`src/rtl/instr_fetch_pkg.sv`:
```
// Shared types and constants for the instruction fetch stage.
// FSM states, opcode values and 16-bit instruction field positions.
package instr_fetch_pkg;

   typedef enum logic [1:0] {
      ST_IDLE = 2'd0,
      ST_RUN  = 2'd1,
      ST_HALT = 2'd2
   } if_state_e;

   localparam logic [3:0] HALT_OP = 4'hF;
   localparam logic [3:0] JUMP_OP = 4'hE;

   localparam int OP_MSB   = 15;
   localparam int OP_LSB   = 12;
   localparam int DST_MSB  = 11;
   localparam int DST_LSB  = 8;
   localparam int SRC1_MSB = 7;
   localparam int SRC1_LSB = 4;
   localparam int SRC2_MSB = 3;
   localparam int SRC2_LSB = 0;

   function automatic logic [3:0] opcode_of(input logic [15:0] w);
      return w[OP_MSB:OP_LSB];
   endfunction

endpackage

```
`src/rtl/instr_fetch_if.sv`:
```
// Bus bundle for the fetch stage: program load port, control, issue outputs.
// master = driver of load/start/stall; slave = the fetch stage itself.
interface instr_fetch_if #(
   parameter int ADDR_W = 6
);
   logic              load_en;
   logic [ADDR_W-1:0] load_addr;
   logic [15:0]       load_data;
   logic              start;
   logic              stall;
   logic [15:0]       instr;
   logic              instr_valid;
   logic [ADDR_W-1:0] pc;
   logic              busy;
   logic              halted;

   modport master (
      output load_en, load_addr, load_data, start, stall,
      input  instr, instr_valid, pc, busy, halted
   );

   modport slave (
      input  load_en, load_addr, load_data, start, stall,
      output instr, instr_valid, pc, busy, halted
   );
endinterface

```
`src/rtl/instr_fetch_mem.sv`:
```
// Program memory: 2^ADDR_W x 16, synchronous write, asynchronous read.
// Ports: clk, we/waddr/wdata write port, raddr/rdata read port. No reset.
module instr_mem #(
   parameter int ADDR_W = 6
) (
   input  logic              clk,
   input  logic              we,
   input  logic [ADDR_W-1:0] waddr,
   input  logic [15:0]       wdata,
   input  logic [ADDR_W-1:0] raddr,
   output logic [15:0]       rdata
);
   logic [15:0] mem [2**ADDR_W];

   always_ff @(posedge clk) begin
      if (we) mem[waddr] <= wdata;
   end

   assign rdata = mem[raddr];
endmodule

```
`src/rtl/instr_fetch.sv`:
```
// Fetch stage: IDLE/RUN/HALT FSM issuing one 16-bit word per unstalled cycle.
// Ports: clk, reset (async active-low), bus (instr_fetch_if.slave). Macro: IF_JUMP_EN.
module instr_fetch
   import instr_fetch_pkg::*;
#(
   parameter int         ADDR_W  = 6,
   parameter logic [3:0] P_HALT  = HALT_OP,
   parameter logic [3:0] P_JUMP  = JUMP_OP
) (
   input  logic         clk,
   input  logic         reset,
   instr_fetch_if.slave bus
);
   if_state_e         state_q, state_d;
   logic [ADDR_W-1:0] pc_q, pc_d;
   logic [15:0]       instr_q, instr_d;
   logic              valid_q, valid_d;
   logic [15:0]       word;
   logic              mem_we;

   // Writes in RUN would race the fetch stream, so they are dropped.
   assign mem_we = bus.load_en && (state_q != ST_RUN);

   instr_mem #(.ADDR_W(ADDR_W)) u_mem (
      .clk   (clk),
      .we    (mem_we),
      .waddr (bus.load_addr),
      .wdata (bus.load_data),
      .raddr (pc_q),
      .rdata (word)
   );

   always_comb begin
      state_d = state_q;
      pc_d    = pc_q;
      instr_d = instr_q;
      valid_d = 1'b0;
      unique case (state_q)
         ST_IDLE, ST_HALT: begin
            if (bus.start) begin
               state_d = ST_RUN;
               pc_d    = '0;
            end
         end
         ST_RUN: begin
            if (!bus.stall) begin
               if (opcode_of(word) == P_HALT) begin
                  state_d = ST_HALT;
`ifdef IF_JUMP_EN
               end else if (opcode_of(word) == P_JUMP) begin
                  pc_d = word[ADDR_W-1:0];
`endif
               end else begin
                  instr_d = word;
                  valid_d = 1'b1;
                  pc_d    = pc_q + ADDR_W'(1);
               end
            end
         end
         default: state_d = ST_IDLE;
      endcase
   end

   always_ff @(posedge clk or negedge reset) begin
      if (!reset) begin
         state_q <= ST_IDLE;
         pc_q    <= '0;
         instr_q <= '0;
         valid_q <= 1'b0;
      end else begin
         state_q <= state_d;
         pc_q    <= pc_d;
         instr_q <= instr_d;
         valid_q <= valid_d;
      end
   end

   assign bus.instr       = instr_q;
   assign bus.instr_valid = valid_q;
   assign bus.pc          = pc_q;
   assign bus.busy        = (state_q == ST_RUN);
   assign bus.halted      = (state_q == ST_HALT);
endmodule

```
`src/flat_wrapper.sv`:
```
// flat-port wrapper written by rule: the top's interface ports become plain ports
module instr_fetch_flat import instr_fetch_pkg::*;
#(
   parameter int         ADDR_W  = 6,
   parameter logic [3:0] P_HALT  = HALT_OP,
   parameter logic [3:0] P_JUMP  = JUMP_OP
)
  (clk, reset, bus_load_en, bus_load_addr, bus_load_data, bus_start, bus_stall, bus_instr, bus_instr_valid, bus_pc, bus_busy, bus_halted);
  instr_fetch_if #(.ADDR_W(ADDR_W)) bus_i ();
  input  logic clk;
  input  logic reset;
  input wire logic [$bits(bus_i.load_en)-1:0] bus_load_en;
  input wire logic [$bits(bus_i.load_addr)-1:0] bus_load_addr;
  input wire logic [$bits(bus_i.load_data)-1:0] bus_load_data;
  input wire logic [$bits(bus_i.start)-1:0] bus_start;
  input wire logic [$bits(bus_i.stall)-1:0] bus_stall;
  output wire logic [$bits(bus_i.instr)-1:0] bus_instr;
  output wire logic [$bits(bus_i.instr_valid)-1:0] bus_instr_valid;
  output wire logic [$bits(bus_i.pc)-1:0] bus_pc;
  output wire logic [$bits(bus_i.busy)-1:0] bus_busy;
  output wire logic [$bits(bus_i.halted)-1:0] bus_halted;
  assign bus_i.load_en = bus_load_en;
  assign bus_i.load_addr = bus_load_addr;
  assign bus_i.load_data = bus_load_data;
  assign bus_i.start = bus_start;
  assign bus_i.stall = bus_stall;
  assign bus_instr = bus_i.instr;
  assign bus_instr_valid = bus_i.instr_valid;
  assign bus_pc = bus_i.pc;
  assign bus_busy = bus_i.busy;
  assign bus_halted = bus_i.halted;
  instr_fetch #(.ADDR_W(ADDR_W), .P_HALT(P_HALT), .P_JUMP(P_JUMP)) u_core (.clk(clk), .reset(reset), .bus(bus_i));
endmodule
```
`config.mk`:
```
export PLATFORM = sky130hd
export DESIGN_NAME = instr_fetch_flat
export DESIGN_NICKNAME = d
export VERILOG_FILES = /design/src/rtl/instr_fetch_pkg.sv /design/src/rtl/instr_fetch_if.sv /design/src/rtl/instr_fetch_mem.sv /design/src/rtl/instr_fetch.sv /design/src/flat_wrapper.sv
export SDC_FILE = /design/constraint.sdc
export NUM_CORES = 1
export LEC_CHECK = 0
export CAP_MARGIN = 0
export CORE_MARGIN = 8
export CORE_UTILIZATION = 35
export DETAILED_ROUTE_END_ITERATION = 10
export SLEW_MARGIN = 10
export SYNTH_ARGS = -nofsm -noshare
export SYNTH_HDL_FRONTEND = slang
export SYNTH_HIERARCHICAL = 1
export SYNTH_SLANG_ARGS = --single-unit
```
`constraint.sdc`:
```
create_clock -name clk -period 3.6 [get_ports clk]
set_clock_uncertainty 0.1 [all_clocks]
set_input_delay 0.36 -clock clk [delete_from_list [all_inputs] [get_ports clk]]
set_output_delay 0.36 -clock clk [all_outputs]
set_load 0.02 [all_outputs]
```
==> results_dict.tcl <==
set metrics [dict create \
    multi_input_area_um2 8700 \
    slew_headroom_pct 20.2 \
    p_leak_uw 0.0149 \
    nets 2149 \
    cts_tree "yes" \
    finalCriticalPeriod_ps 3530 \
    drtPass1Iterations 5 \
    required_ps 4050 \
    numCtsBuffers 104 \
    cts_root_buf "clkbuf_16" \
    synth_fp_nets 1917 \
    setup_viol 0 \
    core.rowCount 125 \
    yosysSeqAreaShare_pct 76.8 \
    worst_pin_slew_ps 1200 \
    avgViaCountPerCell 5.35 \
    grt_pass1_vias 20400 \
    grt_first_pass_wirelength_um 143000 \
    post-dp-hpwl_um 60900 \
    setup_ws_ps 73.1 \
    placed_cell_area_um2 43900 \
    globalplace.congestion 0.828 \
    cts_buffer_depth 3 \
    antenna_found_initial 10 \
    yosys.cell_count.top_type "edfxtp_1" \
    r2r_setup_slack_ps 70 \
    slew_viol_final 0 \
    timing.rr.end "u_core/bus.instr[4]" \
    die-height_um 358 \
    synth_top_area_share_pct 75.3 \
    io_pins 52 \
    grt_max_degree 65 \
    syn_area_um2 40800 \
    r2r-start "u_core/bus.pc[0]" \
    switchingPower_uw 9150 \
    die_area_um2 128000 \
    total_power_uw 32800 \
    drt_iter0_markers 2248 \
    post-place-ws_ps 25.8 \
    hp-class "in2async" \
    totalWireLength_um 98800 \
    r2r_cells 11 \
    vias 20000 \
    status "finished, final reports clean" \
    start_kind "flip-flop" \
    cts_sinks 1049 \
    critPathArrivalTime_ps 3970 \
    fmax_mhz 284 \
    clockPowerShare_pct 31.6 \
    regArea_um2 31400 \
    port_buffers 51 \
    avgSynthCellArea_um2 21.6 \
    netlist_top_cells_count "edfxtp_1 (1024), mux4_2 (220), mux2i_1 (86)" \
    synth_cell_types 56 \
    yosys-top-cells-area "edfxtp_1 (75%), mux4_2 (12%), mux2i_1 (2.1%)" \
    pwr-share-seq_pct 42.4 \
    p_int_uw 23700 \
    crit_type "reg2reg" \
    ant_nets 0 \
    synth_edf_count 1024 \
    clk_transition_reported_paths_ps 60 \
    ys_ff_latch 1049 \
    period_share_pct 98.0 \
    clk_latency_ps 660 \
    final_layout_size_suffix_gt1_share_pct 28.2 \
    hold_viol 0 \
    htreeDepth 3 \
    design_area_um2 47200 \
    post-route-drc-count 0 \
    combPwrFrac_pct 25.9 \
    critPathMaxFanout 19 \
    max_cap_viol_count 0 \
    ir_drop_mv 0.368 \
    pwr_density_cell_nw_per_um2 695 \
    yosys.area.top_type "edfxtp_1" \
    syn2layout_area_growth_pct 15.7 \
    grtUsageTotal_pct 15.3 \
    n_fill_cell 10000 \
    die_w_um 358 \
    core_area_um2 116000 \
    synth_cells 1889 \
    yosysWarningCount 6 \
    start_util_pct 35.2 \
    endpoint_kind "flip-flop" \
    globalRouteOverflowTotal 0 \
    async_flop_share_pct 2.38 \
    wl_per_cell_um 26.5 \
    swShare_pct 27.9 \
    ys.flop_type "edfxtp_1" \
]
worst max-delay path, cell delays in order (launching register included):
cell and delay, ps:
dfrtp_4 630, buf_4 190, buf_12 190, mux4_2 520
mux2_2 270, nand2_1 60, nand4_1 280, and4_1 340
nand4_4 160, nand2_4 120, inv_8 170, mux2_2 360
flip-flops by register name (all words and copies together), names as in the netlist:
register	flops
u_core/u_mem/mem	1024
u_core/bus.instr	16
u_core/bus.pc	6
u_core/state_q	2
u_core/bus.instr_valid	1
layer usage:
metal / GRT usage (%) / vias up / routed length, um
met3: 3.12 / 159 / 7970
met4: 3.88 / 4 / 2400
li1: - / 8392 / -
met5: 0 / - / 26
met1: 21.9 / 10700 / 42600
met2: 23.9 / 717 / 45700
cell usage in the layout, fill, tap and decap left out, drive strengths merged, types with 5 or more instances in the layout:
| cell type | netlist | layout |
|---|---|---|
| a31oi | 8 | 8 |
| a221o | 6 | 6 |
| nor2 | 74 | 74 |
| a21oi | 17 | 17 |
| mux2 | 44 | 44 |
| bufinv | 0 | 6 |
| nor2b | 30 | 30 |
| nand4 | 13 | 13 |
| nand2 | 66 | 66 |
| clkinv | 0 | 38 |
| mux2i | 86 | 86 |
| diode | 0 | 5 |
| mux4 | 224 | 224 |
| a22oi | 39 | 39 |
| a41oi | 5 | 5 |
| a211oi | 8 | 8 |
| a311oi | 8 | 8 |
| inv | 3 | 5 |
| and4 | 5 | 5 |
| clkdlybuf4s50 | 0 | 34 |
| a211o | 8 | 8 |
| o21ai | 10 | 10 |
| a22o | 8 | 8 |
| nand2b | 5 | 5 |
| clkbuf | 27 | 138 |
| nand3 | 28 | 28 |
| dfrtp | 25 | 25 |
| buf | 78 | 196 |
| a221oi | 16 | 16 |
| edfxtp | 1024 | 1024 |
final cells by class:
type                       instances  area share, %
inverter                           3         0.0397
multi-input combinational        732           18.4
antenna                            5         0.0265
timing repair buffer             231           4.14
sequential                      1049           66.4
clock inverter                    48          0.821
tap                             1524           4.04
clock buffer                     138           6.08
power by group through the flow:
| stage | Combinational [uW] | Sequential [uW] | Clock [uW] |
|---|---|---|---|
| 5_1_grt | 9060 | 13900 | 11100 |
| 3_3_place_gp | 8450 | 14200 | 0 |
| 6_report | 8520 | 13900 | 10400 |
| 2_1_floorplan | 5750 | 14100 | 0 |
| 4_1_cts | 8540 | 13900 | 10600 |
| 3_5_place_dp | 8520 | 14200 | 0 |
how the worst max path moves through the flow:
stage,from,end,slack [ps],cells past startpoint
2_1_floorplan,u_core/bus.pc[2],u_core/bus.instr[10],520,12
3_3_place_gp,u_core/bus.pc[0],u_core/bus.instr[2],90,10
3_5_place_dp,u_core/bus.pc[0],u_core/bus.instr[4],30,10
4_1_cts,u_core/bus.pc[0],u_core/bus.instr[4],10,10
5_1_grt,u_core/bus.pc[0],u_core/bus.instr[6],-0.8,11
6_report,u_core/bus.pc[0],u_core/bus.instr[4],70,11
cells by family (layout without fill, tap and decap cells):
logic type / count (synthesis) / in the layout / share of synthesized area [%]
buf+inv: 108 / 420 / 1.89
mux: 354 / 354 / 15.8
flops: 1049 / 1049 / 76.8
other cells: 0 / 5 / 0
fa+ha+maj: 1 / 1 / 0.0306
xor+xnor: 2 / 2 / 0.0429
simple gates: 238 / 238 / 2.92
compound gates: 137 / 137 / 2.51
repair_timing:
item	in CTS	in global routing
hold buffers	0	1
hold endpoints to repair	0	25
setup buffers	0	6
setup endpoints to repair	0	20
gates resized for setup	0	3
through the flow:
step	hold WS [ps]	cells	utilization, %	setup TNS, ps
CTS	122	3718	40.7	0
finish	144	3730	40.8	0
global placement	422	3532	37.9	0
floorplan	-35.6	1889	-	0
detailed placement	411	3532	37.9	0
global route	150	3725	40.8	-0.836
(Power assumes the default switching activity.)
